$ cat src/rtl/rom_mapping_mc.sv
// rom_mapping_mc
// Multi-channel phase-to-ROM mapper with serial output. On each accepted
// frame tick, every channel in turn computes a ROM address from a shared
// phase accumulator plus its own offset, waits for the synchronous ROM,
// then shifts the returned word out MSB first. The accumulator advances
// by `step` only after the last channel of the frame has been shifted.
//
// Ports
//   clk, rst      : system clock, synchronous active-high reset
//   en, tick      : frame request (tick honoured only when en=1 and idle)
//   step          : phase increment applied at frame end
//   phase_offset  : NCH packed per-channel phase offsets
//   rom_addr      : registered address to the external synchronous ROM
//   rom_data      : ROM word, valid one clock after rom_addr changes
//   soc           : start-of-frame pulse (first FETCH cycle)
//   SO, SI_en     : serial data (MSB first) and its qualifier
//   load          : one-cycle pulse after each channel word
//   ch_idx        : channel being fetched or shifted
//   busy          : frame in progress
//   overrun       : one-cycle pulse for a tick dropped while busy
module rom_mapping_mc #(
  parameter int DATA_WIDTH  = 12,
  parameter int PHASE_WIDTH = 16,
  parameter int ADDR_WIDTH  = 8,
  parameter int NCH         = 2,
  localparam int CW = (NCH > 1) ? $clog2(NCH) : 1
) (
  input  logic                       clk,
  input  logic                       rst,
  input  logic                       en,
  input  logic                       tick,
  input  logic [PHASE_WIDTH-1:0]     step,
  input  logic [NCH*PHASE_WIDTH-1:0] phase_offset,
  output logic [ADDR_WIDTH-1:0]      rom_addr,
  input  logic [DATA_WIDTH-1:0]      rom_data,
  output logic                       soc,
  output logic                       SO,
  output logic                       SI_en,
  output logic                       load,
  output logic [CW-1:0]              ch_idx,
  output logic                       busy,
  output logic                       overrun
);

  localparam int BW = (DATA_WIDTH > 1) ? $clog2(DATA_WIDTH) : 1;
  localparam logic [CW-1:0] LAST_CH  = CW'(NCH - 1);
  localparam logic [BW-1:0] LAST_BIT = BW'(DATA_WIDTH - 1);

  typedef enum logic [2:0] {
    IDLE  = 3'd0,
    FETCH = 3'd1,
    WAIT  = 3'd2,
    SHIFT = 3'd3,
    LOAD  = 3'd4
  } state_t;

  state_t                 state_r, state_n;
  logic [PHASE_WIDTH-1:0] acc_r, acc_n;
  logic [DATA_WIDTH-1:0]  sr_r, sr_n;
  logic [BW-1:0]          cnt_r, cnt_n;
  logic [CW-1:0]          ch_n;
  logic [ADDR_WIDTH-1:0]  addr_n;
  logic                   fetch_s;
  logic [PHASE_WIDTH-1:0] off_s;
  logic [PHASE_WIDTH-1:0] sum_s;

  // Offset of the channel about to be fetched (the next-cycle channel index).
  always_comb begin
    off_s = '0;
    for (int k = 0; k < NCH; k++) begin
      if (ch_n == CW'(k)) begin
        off_s = phase_offset[k*PHASE_WIDTH +: PHASE_WIDTH];
      end else begin
        off_s = off_s;
      end
    end
  end

  // Wrapping phase sum; the ROM address is its top ADDR_WIDTH bits.
  always_comb begin
    sum_s = acc_r + off_s;
  end

  // Next-state, datapath and channel sequencing.
  always_comb begin
    state_n = state_r;
    acc_n   = acc_r;
    sr_n    = sr_r;
    cnt_n   = cnt_r;
    ch_n    = ch_idx;
    fetch_s = 1'b0;
    case (state_r)
      IDLE: begin
        if (tick && en) begin
          state_n = FETCH;
          ch_n    = '0;
          fetch_s = 1'b1;
        end else begin
          state_n = IDLE;
        end
      end
      FETCH: begin
        state_n = WAIT;
      end
      WAIT: begin
        // ROM word for this channel is valid now.
        state_n = SHIFT;
        sr_n    = rom_data;
        cnt_n   = '0;
      end
      SHIFT: begin
        sr_n = sr_r << 1;
        if (cnt_r == LAST_BIT) begin
          state_n = LOAD;
        end else begin
          cnt_n = cnt_r + BW'(1);
        end
      end
      LOAD: begin
        if (ch_idx < LAST_CH) begin
          state_n = FETCH;
          ch_n    = ch_idx + CW'(1);
          fetch_s = 1'b1;
        end else begin
          // Frame end: the only place the accumulator moves.
          state_n = IDLE;
          ch_n    = '0;
          acc_n   = acc_r + step;
        end
      end
      default: begin
        state_n = IDLE;
        ch_n    = '0;
      end
    endcase
  end

  // Address is captured on FETCH entry and held until the next fetch.
  always_comb begin
    if (fetch_s) begin
      addr_n = sum_s[PHASE_WIDTH-1 -: ADDR_WIDTH];
    end else begin
      addr_n = rom_addr;
    end
  end

  // State, datapath and registered outputs (outputs decoded from next state).
  always_ff @(posedge clk) begin
    if (rst) begin
      state_r  <= IDLE;
      acc_r    <= '0;
      sr_r     <= '0;
      cnt_r    <= '0;
      ch_idx   <= '0;
      rom_addr <= '0;
      soc      <= 1'b0;
      SO       <= 1'b0;
      SI_en    <= 1'b0;
      load     <= 1'b0;
      busy     <= 1'b0;
      overrun  <= 1'b0;
    end else begin
      state_r  <= state_n;
      acc_r    <= acc_n;
      sr_r     <= sr_n;
      cnt_r    <= cnt_n;
      ch_idx   <= ch_n;
      rom_addr <= addr_n;
      soc      <= fetch_s && (state_r == IDLE);
      SO       <= (state_n == SHIFT) ? sr_n[DATA_WIDTH-1] : 1'b0;
      SI_en    <= (state_n == SHIFT);
      load     <= (state_n == LOAD);
      busy     <= (state_n != IDLE);
      overrun  <= tick && en && (state_r != IDLE);
    end
  end

endmodule

$ cat config.mk
export PLATFORM = sky130hd
export DESIGN_NAME = rom_mapping_mc
export DESIGN_NICKNAME = d
export VERILOG_FILES = /design/src/rtl/rom_mapping_mc.sv
export SDC_FILE = /design/constraint.sdc
export NUM_CORES = 1
export LEC_CHECK = 0
export CAP_MARGIN = 0
export CELL_PAD_IN_SITES_DETAIL_PLACEMENT = 1
export CELL_PAD_IN_SITES_GLOBAL_PLACEMENT = 1
export CORE_MARGIN = 1
export CORE_UTILIZATION = 35
export DETAILED_ROUTE_END_ITERATION = 10
export PLACE_DENSITY = 0.79
export REMOVE_ABC_BUFFERS = 1
export SLEW_MARGIN = 20
export SYNTH_ARGS = -nofsm -noshare
export SYNTH_HDL_FRONTEND = slang
export SYNTH_SLANG_ARGS = --single-unit
$ cat constraint.sdc
create_clock -name clk -period 6.85 [get_ports clk]
set_input_delay 0.685 -clock clk [delete_from_list [all_inputs] [get_ports clk]]
set_output_delay 0.685 -clock clk [all_outputs]
set_load 0.005 [all_outputs]
==> metrics <==
status=finished, final reports clean; CTS tree=yes; crit path time final=4.24 ns; Tot GR Track Use=18.4%; layout cells sized above 1=6.54%; Layout area overhead=28.5%; gr ovfl total=0; largest net degree at the start of global routing=49; Worst EP required=7.03 ns; most frequent cells in the layout=78 x clkdlybuf4s50_1, 50 x dfxtp_1, 44 x nor2_1; final instance area=0.00437 sq mm; CTS Sinks=50; Total Die Area=0.0101 sq mm; Clock Latency Late Sink=0.31 ns; setup violators final=0; Ant. Diodes=0; Ports=79; Worst Path Max Fanout=16; RSZ-0062 raised after global routing=false; crit share post-route=61.9%; WL/cell=15.0 um; DP Area=0.00429 sq mm; Post-synth EDFFs=0; Die Y=101 um; part of the Yosys area used for sequential elements=29.4%; Cell variety after synth=58; Leak Pwr=0.00174 uW; Post-CTS Resized=0; Hold Path Class=reg -> reg; CORE AREA=0.00933 sq mm; most common cell after layout, fill and taps aside=clkdlybuf4s50_1; Max clock buf depth=2; fmax=236 MHz; Clock transition at path regs=0.09 ns; Root Buffer=clkbuf_8; Worst Path Arrival=4.42 ns; Max-slew headroom=32.0%; TritonCTS buffer count=5; DR vias=3164; detailed-route wire length=9.03 mm; setup bufs post-CTS=0; Async S/R FF share, synth=0%; Slew Limit Fails=0; Max Cap Violations=0; #FFs+latches synth=50; first-pass GRT wire length=15.1 mm; peak supply drop=86.0 uV; syn_area_per_cell=8.42 sq um; vias per inst=5.25; CP endpoint kind=flop; Tightest Pin Transition=1.02 ns; initial antenna violation count=0; Synth Cell Area=0.00340 sq mm; nets@finish=570; Startpoint Class=input port; DRC viols=0; H-tree level count=2; initial drt markers=67; Buffers on Ports=78; Tot Pwr=603 uW; initial core utilization=36.5%; CTS Hold Bufs=0; Top FF cell, synth=dfxtp_1; Hold Vio Cnt, Final=0; Syn. warnings=0; Final ANT Viol Nets=0; Setup Crit Path Kind=in -> reg; Std-Cell Rows=35; post-route setup TNS=0 ns; hpwl dp=7.14 mm; drt pass-1 iters=4; Die Wd=101 um; Post-Syn Instances=404; routability cong.=0.853; clock skew=0.00562 ns; vias in the first global route=3299; Pwr per Cell Area=138 mW/mm^2
## metal layers
metal | vias to the layer above | global-route usage [%] | part of all wire [%]
met5 | - | 0 | 0
met4 | 0 | 4.79 | 1.6
met3 | 12 | 2.22 | 2.8
met2 | 62 | 33.6 | 49
met1 | 1467 | 22.7 | 47
li1 | 1623 | - | -
## Yosys cell counts (9+ instances only)
cell      number  share of area (%)
a211oi_1      18                4.0
a21oi_1       31                4.6
clkbuf_1      15                1.7
dfxtp_1       50                 29
ha_1          31                 11
inv_1         13                1.4
mux2_2        15                5.0
mux2i_1       14                4.1
nand2_1       39                4.3
nand3_1        9                1.3
nor2_1        44                4.9
nor3_1        10                1.5
o21a_1        10                2.2
## flip-flops by register name, indices dropped and copies added, names as in the netlist
name      count
SI_en         1
SO            1
acc_r        16
busy          1
ch_idx        1
cnt_r         4
load          1
overrun       1
rom_addr      8
soc           1
sr_r         12
state_r       3
## final cells by class
| type | count | area, sq um |
|---|---|---|
| tap | 129 | 161 |
| sequential | 50 | 1000 |
| inverter | 13 | 48.8 |
| clock inverter | 2 | 15.0 |
| multi-input combinational | 323 | 2280 |
| clock buffer | 5 | 68.8 |
| timing repair buffer | 81 | 803 |
| fill | 1123 | 4950 |
## final timing paths
check,from,endpoint,slack (ns),cells after the start
setup / recovery,tick,rom_addr[3]$_SDFFE_PP0P_,2.61,12
hold / removal,rom_addr[6]$_SDFFE_PP0P_,rom_addr[6]$_SDFFE_PP0P_,0.47,2
setup reg to reg,state_r[0]$_SDFF_PP0_,rom_addr[3]$_SDFFE_PP0P_,2.75,12
hold reg to reg,rom_addr[6]$_SDFFE_PP0P_,rom_addr[6]$_SDFFE_PP0P_,0.47,2
## where the power goes
group / internal, uW / switching (uW) / leakage [uW] / total, uW
Combinational: 68.8 / 52.7 / 0.00129 / 121
Clock: 70.0 / 102 / 0.0000362 / 172
Sequential: 302 / 7.63 / 0.000406 / 310
Total: 441 / 162 / 0.00174 / 603
## worst max-delay path: stages
cell             delay (ns)
clkdlybuf4s50_1        0.50
nand4bb_1              0.27
a31oi_2                0.91
mux2_2                 0.43
ha_1                   0.31
nand4_1                0.11
a21oi_1                0.19
nand3_1                0.13
a221o_1                0.43
o211ai_1               0.22
o31a_1                 0.16
o22ai_1                0.07
## kinds of logic after synthesis
family | count (synthesis) | synth area share [%]
flip-flops | 50 | 29.4
multiplexers | 29 | 9.08
buffers and inverters | 31 | 3.71
AND/OR/NAND/NOR | 135 | 19.1
adder cells (fa/ha/maj) | 32 | 12.0
XOR/XNOR | 11 | 2.83
AO/OA/AOI/OAI | 116 | 23.9
## through the flow
step / hold WS (ns) / setup WS [ns] / utilization (%) / instances
after CTS: 0.473 / 2.60 / 46.9 / 603
after global placement: 0.446 / 2.52 / 46.0 / 596
after floorplan: 0.442 / 3.38 / - / 386
after detailed placement: 0.458 / 2.28 / 46.0 / 596
after global routing: 0.494 / 2.41 / 46.9 / 603
final: 0.470 / 2.61 / 46.9 / 603
Power figures use the tool's default switching activity.
